<file path="src/rtl/fifo_wr_arbiter.sv">
// -----------------------------------------------------------------------------
// fifo_wr_arbiter
//
// Shares the single write port of the asynchronous FIFO among NREQ requesters
// living in the write clock domain. Ownership is handed out round-robin, one
// requester at a time, for a burst of at most BURST words. All state changes
// on the falling edge of wclk, the same edge the FIFO write-pointer logic uses.
//
// Parameters
//   NREQ   number of requesters (2..8)
//   DSIZE  data word width
//   BURST  maximum words written per grant (1..16)
//
// Ports
//   wclk      in   write-domain clock, falling-edge active
//   wrst      in   asynchronous, active-high reset
//   req       in   per-requester request, high while a word sits on its lane
//   wdata_in  in   requester lanes, lane i = wdata_in[i*DSIZE +: DSIZE]
//   wfull     in   FIFO full flag (registered in the write domain)
//   gnt       out  one-hot registered grant, zero when idle
//   ack       out  one-hot, owner's word is consumed at the next falling edge
//   winc      out  FIFO write increment
//   wdata     out  FIFO write data (owner's lane, zero when idle)
//   busy      out  high while a grant is active (exposes the FSM state)
//
// Handshake: a word moves from requester to FIFO at a falling edge exactly
// when winc is high in the cycle before it. winc = owner req & ~wfull, and ack
// mirrors gnt in that same cycle, so the requester and the FIFO both consume
// the word at the same edge; the requester presents its next word afterwards.
// A requester that drops req while owning the port gives the port up without
// writing.
// -----------------------------------------------------------------------------
module fifo_wr_arbiter #(
  parameter int NREQ  = 4,
  parameter int DSIZE = 8,
  parameter int BURST = 4
) (
  input  logic                  wclk,
  input  logic                  wrst,
  input  logic [NREQ-1:0]       req,
  input  logic [NREQ*DSIZE-1:0] wdata_in,
  input  logic                  wfull,
  output logic [NREQ-1:0]       gnt,
  output logic [NREQ-1:0]       ack,
  output logic                  winc,
  output logic [DSIZE-1:0]      wdata,
  output logic                  busy
);

  localparam int PW = (NREQ > 1) ? $clog2(NREQ) : 1;
  localparam int CW = $clog2(BURST) + 1;

  localparam logic [PW-1:0] PTR_RST  = PW'(NREQ - 1);
  localparam logic [CW-1:0] CNT_LAST = CW'(BURST - 1);

  typedef enum logic {
    S_IDLE  = 1'b0,
    S_GRANT = 1'b1
  } state_t;

  state_t            state_q;
  logic [PW-1:0]     ptr_q;
  logic [CW-1:0]     cnt_q;
  logic [NREQ-1:0]   gnt_q;
  logic              armed_q;

  logic              in_grant;
  logic              owner_req;
  logic              win_found;
  logic [PW-1:0]     win_idx;
  logic [PW-1:0]     cand;
  logic [DSIZE-1:0]  lanes [NREQ];

  // Split the flat lane bus so the owner lane is a plain array lookup.
  for (genvar i = 0; i < NREQ; i++) begin : g_lane
    assign lanes[i] = wdata_in[i*DSIZE +: DSIZE];
  end

  assign in_grant  = (state_q == S_GRANT);
  assign owner_req = req[ptr_q];

  assign winc  = in_grant & owner_req & ~wfull;
  assign ack   = winc ? gnt_q : '0;
  assign gnt   = gnt_q;
  assign wdata = in_grant ? lanes[ptr_q] : '0;
  assign busy  = in_grant;

  // Round-robin pick: scan upward from the requester after the last owner,
  // wrapping, so the last owner ends up with the lowest priority.
  always_comb begin
    win_found = 1'b0;
    win_idx   = ptr_q;
    cand      = ptr_q;
    for (int k = 1; k <= NREQ; k++) begin
      cand = PW'((int'(ptr_q) + k) % NREQ);
      if (!win_found && req[cand]) begin
        win_found = 1'b1;
        win_idx   = cand;
      end
    end
  end

  // armed_q holds off arbitration for one falling edge after reset release,
  // so the first grant can land on the second falling edge at the earliest.
  always_ff @(negedge wclk or posedge wrst) begin
    if (wrst) begin
      state_q <= S_IDLE;
      ptr_q   <= PTR_RST;
      cnt_q   <= '0;
      gnt_q   <= '0;
      armed_q <= 1'b0;
    end else begin
      armed_q <= 1'b1;
      case (state_q)
        S_IDLE: begin
          if (armed_q && win_found) begin
            ptr_q   <= win_idx;
            gnt_q   <= NREQ'(1) << win_idx;
            cnt_q   <= '0;
            state_q <= S_GRANT;
          end
        end
        S_GRANT: begin
          if (!owner_req) begin
            // Owner released: nothing written, back to arbitration.
            gnt_q   <= '0;
            state_q <= S_IDLE;
          end else if (winc) begin
            if (cnt_q == CNT_LAST) begin
              gnt_q   <= '0;
              state_q <= S_IDLE;
            end else begin
              cnt_q <= cnt_q + 1'b1;
            end
          end
          // Otherwise the FIFO is full: hold grant and count, no timeout.
        end
        default: begin
          gnt_q   <= '0;
          state_q <= S_IDLE;
        end
      endcase
    end
  end

endmodule

</file>
<file path="config.mk">
export PLATFORM = sky130hd
export DESIGN_NAME = fifo_wr_arbiter
export DESIGN_NICKNAME = d
export VERILOG_FILES = /design/src/rtl/fifo_wr_arbiter.sv
export SDC_FILE = /design/constraint.sdc
export NUM_CORES = 1
export LEC_CHECK = 0
export BUFFER_PORTS_ARGS = -buffer_cell sky130_fd_sc_hd__clkbuf_2
export CAP_MARGIN = 30
export CORE_UTILIZATION = 45
export CTS_CLUSTER_DIAMETER = 200
export DETAILED_ROUTE_END_ITERATION = 8
export PLACE_DENSITY = 0.93
export SLEW_MARGIN = 40
export SYNTH_ARGS = -nofsm -noshare
export SYNTH_HDL_FRONTEND = slang
export SYNTH_SLANG_ARGS = --single-unit
</file>
<file path="constraint.sdc">
create_clock -name wclk -period 2.7 [get_ports wclk]
set_input_delay 0.405 -clock wclk [delete_from_list [all_inputs] [get_ports wclk]]
set_output_delay 0.405 -clock wclk [all_outputs]
set_load 0.05 [all_outputs]
</file>
==> impl_metrics.toml, run 1 <==
[cts]
numCtsBuffers = 3
cts_sinks = 11
cts_root_buf = "clkbuf_4"
h-tree-depth = 1
clockBufferDepth = 2

[placed_design]
post-dp-hpwl_um = 2268
place_area_um2 = 1389
numPortBuffers = 56
place_congestion = 0.8426

[synth]
synth_seq_area_share_pct = 31.09
synthFlopType = "dfrtn_1"
avgSynthCellArea_um2 = 10.76
synth_area_um2 = 893.4
syn-instance-count = 83
synth.distinct_cells = 29
postSynth.asyncResetShare_pct = 100.0
ys_ff_latch = 11
synth_edf_count = 0
ys_warn_count = 0
syn-num-nets = 124

[floorplan]
start_util_pct = 49.58
die_h_um = 46.56
die_w_um = 46.56
num_io_pins = 57
core.rowCount = 15

[global_routing]
grt_max_degree = 14

[timing]
worst-ep-kind = "output port"
grt-worst-endpoint = "wdata[1]"

[run_status]
status = "stopped before the end"
firstError = "[ERROR DPL-0038] Utilization greater than 100%, impossible to legalize"
stop_stage = "5_1_grt"
## kinds of logic after synthesis
kind of cell / count (synthesis) / synth area share [%]
fa+ha+maj: 2 / 2.801
other cells: 1 / 0.4198
mux: 12 / 26.05
buf+inv: 11 / 5.182
simple gates: 30 / 20.03
flops: 11 / 31.09
compound gates: 16 / 14.43
## synth_stat cells (2+ instances only)
cell      n  share of area (%)
ha_1      2                2.8
dfrtn_1   9                 25
inv_1     6                2.5
and3_1    4                2.8
o21ai_0   4                2.2
nand2_1   5                2.1
mux4_2    9                 23
clkbuf_1  3                1.3
nor2b_1   2                1.4
dfstp_2   2                5.9
nor2_1    4                1.7
and2_1    8                5.6
a21oi_1   2                1.1
nand2b_1  3                2.1
a32o_1    4                4.5
mux2i_1   3                3.4
## what timing repair did
action / 4_1_cts
pin swaps: 9
resized for setup: 45
endpoints found under the setup margin: 25
buffers inserted: 1
hold buffers: 0
## stage by stage
| step | setup WS, ps | hold WS (ps) | std cells | util [%] |
|---|---|---|---|---|
| after floorplan | -496.0 | 388.0 | 83 | - |
| after global placement | -631.2 | 413.4 | 176 | 77.08 |
| after detailed placement | -671.9 | 431.1 | 176 | 77.08 |
| after CTS | -941.3 | 430.9 | 182 | 92.64 |
==> inputs of run 2 (changes only) <==
- CORE_AREA: default -> 2 2 63 65
- CORE_UTILIZATION: 45 -> default
- CTS_CLUSTER_DIAMETER: 200 -> default
- DIE_AREA: default -> 0 0 65 67
- PLACE_DENSITY: 0.93 -> default
- PLACE_DENSITY_LB_ADDON: default -> 0.15
==> run 2 against run 1 <==
  * The flow now finishes, with violations (negative setup slack)
  * Synthesized cell count unchanged
  * Synthesized area unchanged
==> impl_metrics.toml, run 2 <==
[synth]
synthTopCellsByCount = "dfrtn_1, mux4_2, and2_1, inv_1, nand2_1"
synth.distinct_cells = 29
synth_seq_area_share_pct = 31.09
synth_fa_ha_area_share_pct = 2.801
synth_area_leaders = "dfrtn_1, mux4_2, dfstp_2, and2_1, a32o_1"
ys_warn_count = 0
syn-num-nets = 124
postSynth.asyncResetShare_pct = 100.0
synth_edf_count = 0
avgSynthCellArea_um2 = 10.76
synthFlopType = "dfrtn_1"
synth-simple-area-share_pct = 20.03
synth.area.mux_share_pct = 26.05
synth_top_area_share_pct = 25.21
syn-instance-count = 83
synth_compound_gate_area_share_pct = 14.43
synth-xor-area-share_pct = 0
synth_area_um2 = 893.4
synth_area_leader_cell = "dfrtn_1"
ys_ff_latch = 11
synth_top_family_by_area = "multiplexers"

[setup_path]
worstPathRequired_ps = 2300
slowest_stage = "dfstp_2"
r2r_slack_ps = 730
crit_type = "flip-flop to primary output"
cp-end-kind = "primary output"
cp_max_fo = 8
cp.arrival_ps = 3190
max_stage_delay_ps = 570
reg2reg_depth = 6
path_buf_inv = 2
path_depth = 4
critical_path.startpoint_type = "flip-flop"
crit_family = "flip-flops"
reg2reg_from = "ptr_q[0]$_DFFE_NP1P_"
cp_cell_sequence = "buf_12 > mux4_2 > and2_4 > clkbuf_16"
r2r-end = "gnt[3]$_DFFE_NP0P_"

[global_routing]
grt_pass1_wl_um = 4705
grt_max_degree = 12
grtUsageTotal_pct = 14.00
antenna_found_initial = 0
overflow = 0
use_met1_pct = 14.97
grt.busiest_layer = "met2"
use_met3_pct = 4.392
use_met2_pct = 27.06
grt_pass1_vias = 1059

[hold_path]
min_path_type = "flip-flop to flip-flop"
min_to = "cnt_q[0]$_DFFE_NP0P_"
min_from = "cnt_q[0]$_DFFE_NP0P_"
hold_depth = 1

[timing]
hold_violations = 0
setup_violations = 22
timing.final.ws_setup_ps = -894.8
fin_skew_ps = 46.14
rsz0062_at_grt = "true"
holdWs_ps = 420.6
maxSlewViolCount = 0

[finish]
finalNetCount = 203
num_antenna_cells = 0
final_cell_mix = "clkbuf_2, buf_4, buf_6, clkbuf_16"
largest_register_ffs = 4
final_layout_size_suffix_gt1_share_pct = 69.57
final_common_cell = "clkbuf_2"
utilization_pct = 50.87
area_delta_synth_final_pct = 105.3
fillers = 335
seq_area_um2 = 277.8
multi_input_area_um2 = 641.9

[power_and_ir_drop]
powerDensity_nw_per_um2 = 1180
cellLeakagePower_nw = 0.8871
irDropWorstVdd_mv = 0.5511

[placed_design]
numPortBuffers = 56
post-dp-hpwl_um = 2130
place_congestion = 0.6924

[floorplan]
num_io_pins = 57
core.rowCount = 22
start_util_pct = 24.77
coreArea_um2 = 3606
die_h_um = 67
die-area_um2 = 4355
die_w_um = 65

[detailed_routing]
dr.first_iter.drc_count = 35
via_per_inst = 4.598
wl_per_cell_um = 13.27
drc = 0
wl_um = 2774
dr.pass1.iters = 4
ant_nets = 0
vias = 961

[cts]
cts_hold_buffers = 0
cts.clk_slew.worst_paths_ps = 40
clock_latency_ps = 300
cts_root_buf = "clkbuf_8"
cts_sinks = 11
cts_tree = "built"
clockBufferDepth = 2
numCtsBuffers = 3
h-tree-depth = 1

[run]
drv_cap = 0

[run_status]
status = "complete, but fails checks"
violations = "negative setup slack"
==> run 2: cell counts after synthesis <==
No cell type changed its count.
==> run 2: worst reg2reg max path: cells and delay by family (launching register included) <==
kind	cells	cell delay (ps)
muxes	1	580
DFF	1	570
AOI/OAI and AO/OA	2	280
buffers and inverters	2	250
and+or+nand+nor	1	90
==> run 2: stage by stage <==
step	setup slack [ps]	total power, mW	setup TNS, ps	instances	area [um2]
6_report	-894.8	2.165	-12360	209	1834
3_3_place_gp	-632.1	1.490	-11120	199	1390
3_5_place_dp	-655.1	1.509	-11490	199	1390
2_1_floorplan	-496.0	1.183	-6821	83	940.9
4_1_cts	-896.0	2.088	-12240	208	1758
5_1_grt	-961.2	2.289	-13490	209	1834
==> run 2: worst max-delay path by stage <==
stage                to  slack [ps]                  from
2_1_floorplan  wdata[0]        -500  ptr_q[0]$_DFFE_NP1P_
3_3_place_gp   wdata[1]        -630  ptr_q[0]$_DFFE_NP1P_
3_5_place_dp   wdata[7]        -660  ptr_q[0]$_DFFE_NP1P_
4_1_cts        wdata[7]        -900  ptr_q[0]$_DFFE_NP1P_
5_1_grt        wdata[5]        -960  ptr_q[0]$_DFFE_NP1P_
6_report       wdata[5]        -890  ptr_q[0]$_DFFE_NP1P_
==> run 2: layout make-up <==
| class | instances | area share [%] |
|---|---|---|
| tap | 48 | 3.274 |
| clock inverter | 3 | 0.6139 |
| inverter | 5 | 1.023 |
| timing repair buffer | 78 | 42.70 |
| clock buffer | 3 | 2.251 |
| multi-input combinational | 61 | 34.99 |
| sequential | 11 | 15.14 |
==> run 2: repair_timing <==
action	CTS	global route
pin swaps	9	3
cloned	1	0
gates resized for setup	52	19
buffers inserted	3	1
endpoints found under the setup margin	25	28
endpoints found under the hold margin	0	0
==> run 2: where the power goes <==
group / leakage [nW] / total (mW) / internal, mW / switching [mW]
Sequential: 0.139 / 0.324 / 0.246 / 0.0784
Combinational: 0.711 / 1.67 / 0.906 / 0.764
Clock: 0.0365 / 0.170 / 0.104 / 0.0655
==> run 2: logic make-up after synthesis <==
logic type | after synthesis
simple gates | 30
mux | 12
fa+ha+maj | 2
buf+inv | 11
flops | 11
other cells | 1
compound gates | 16
==> run 2: routing by layer <==
layer | routed length, um | up-vias | share of wire [%]
met5 | 0 | - | 0
met4 | 12 | 0 | 0.43
met3 | 155 | 2 | 5.6
met2 | 1523 | 30 | 55
met1 | 1082 | 466 | 39
li1 | - | 463 | -
Power figures use the tool's default switching activity.
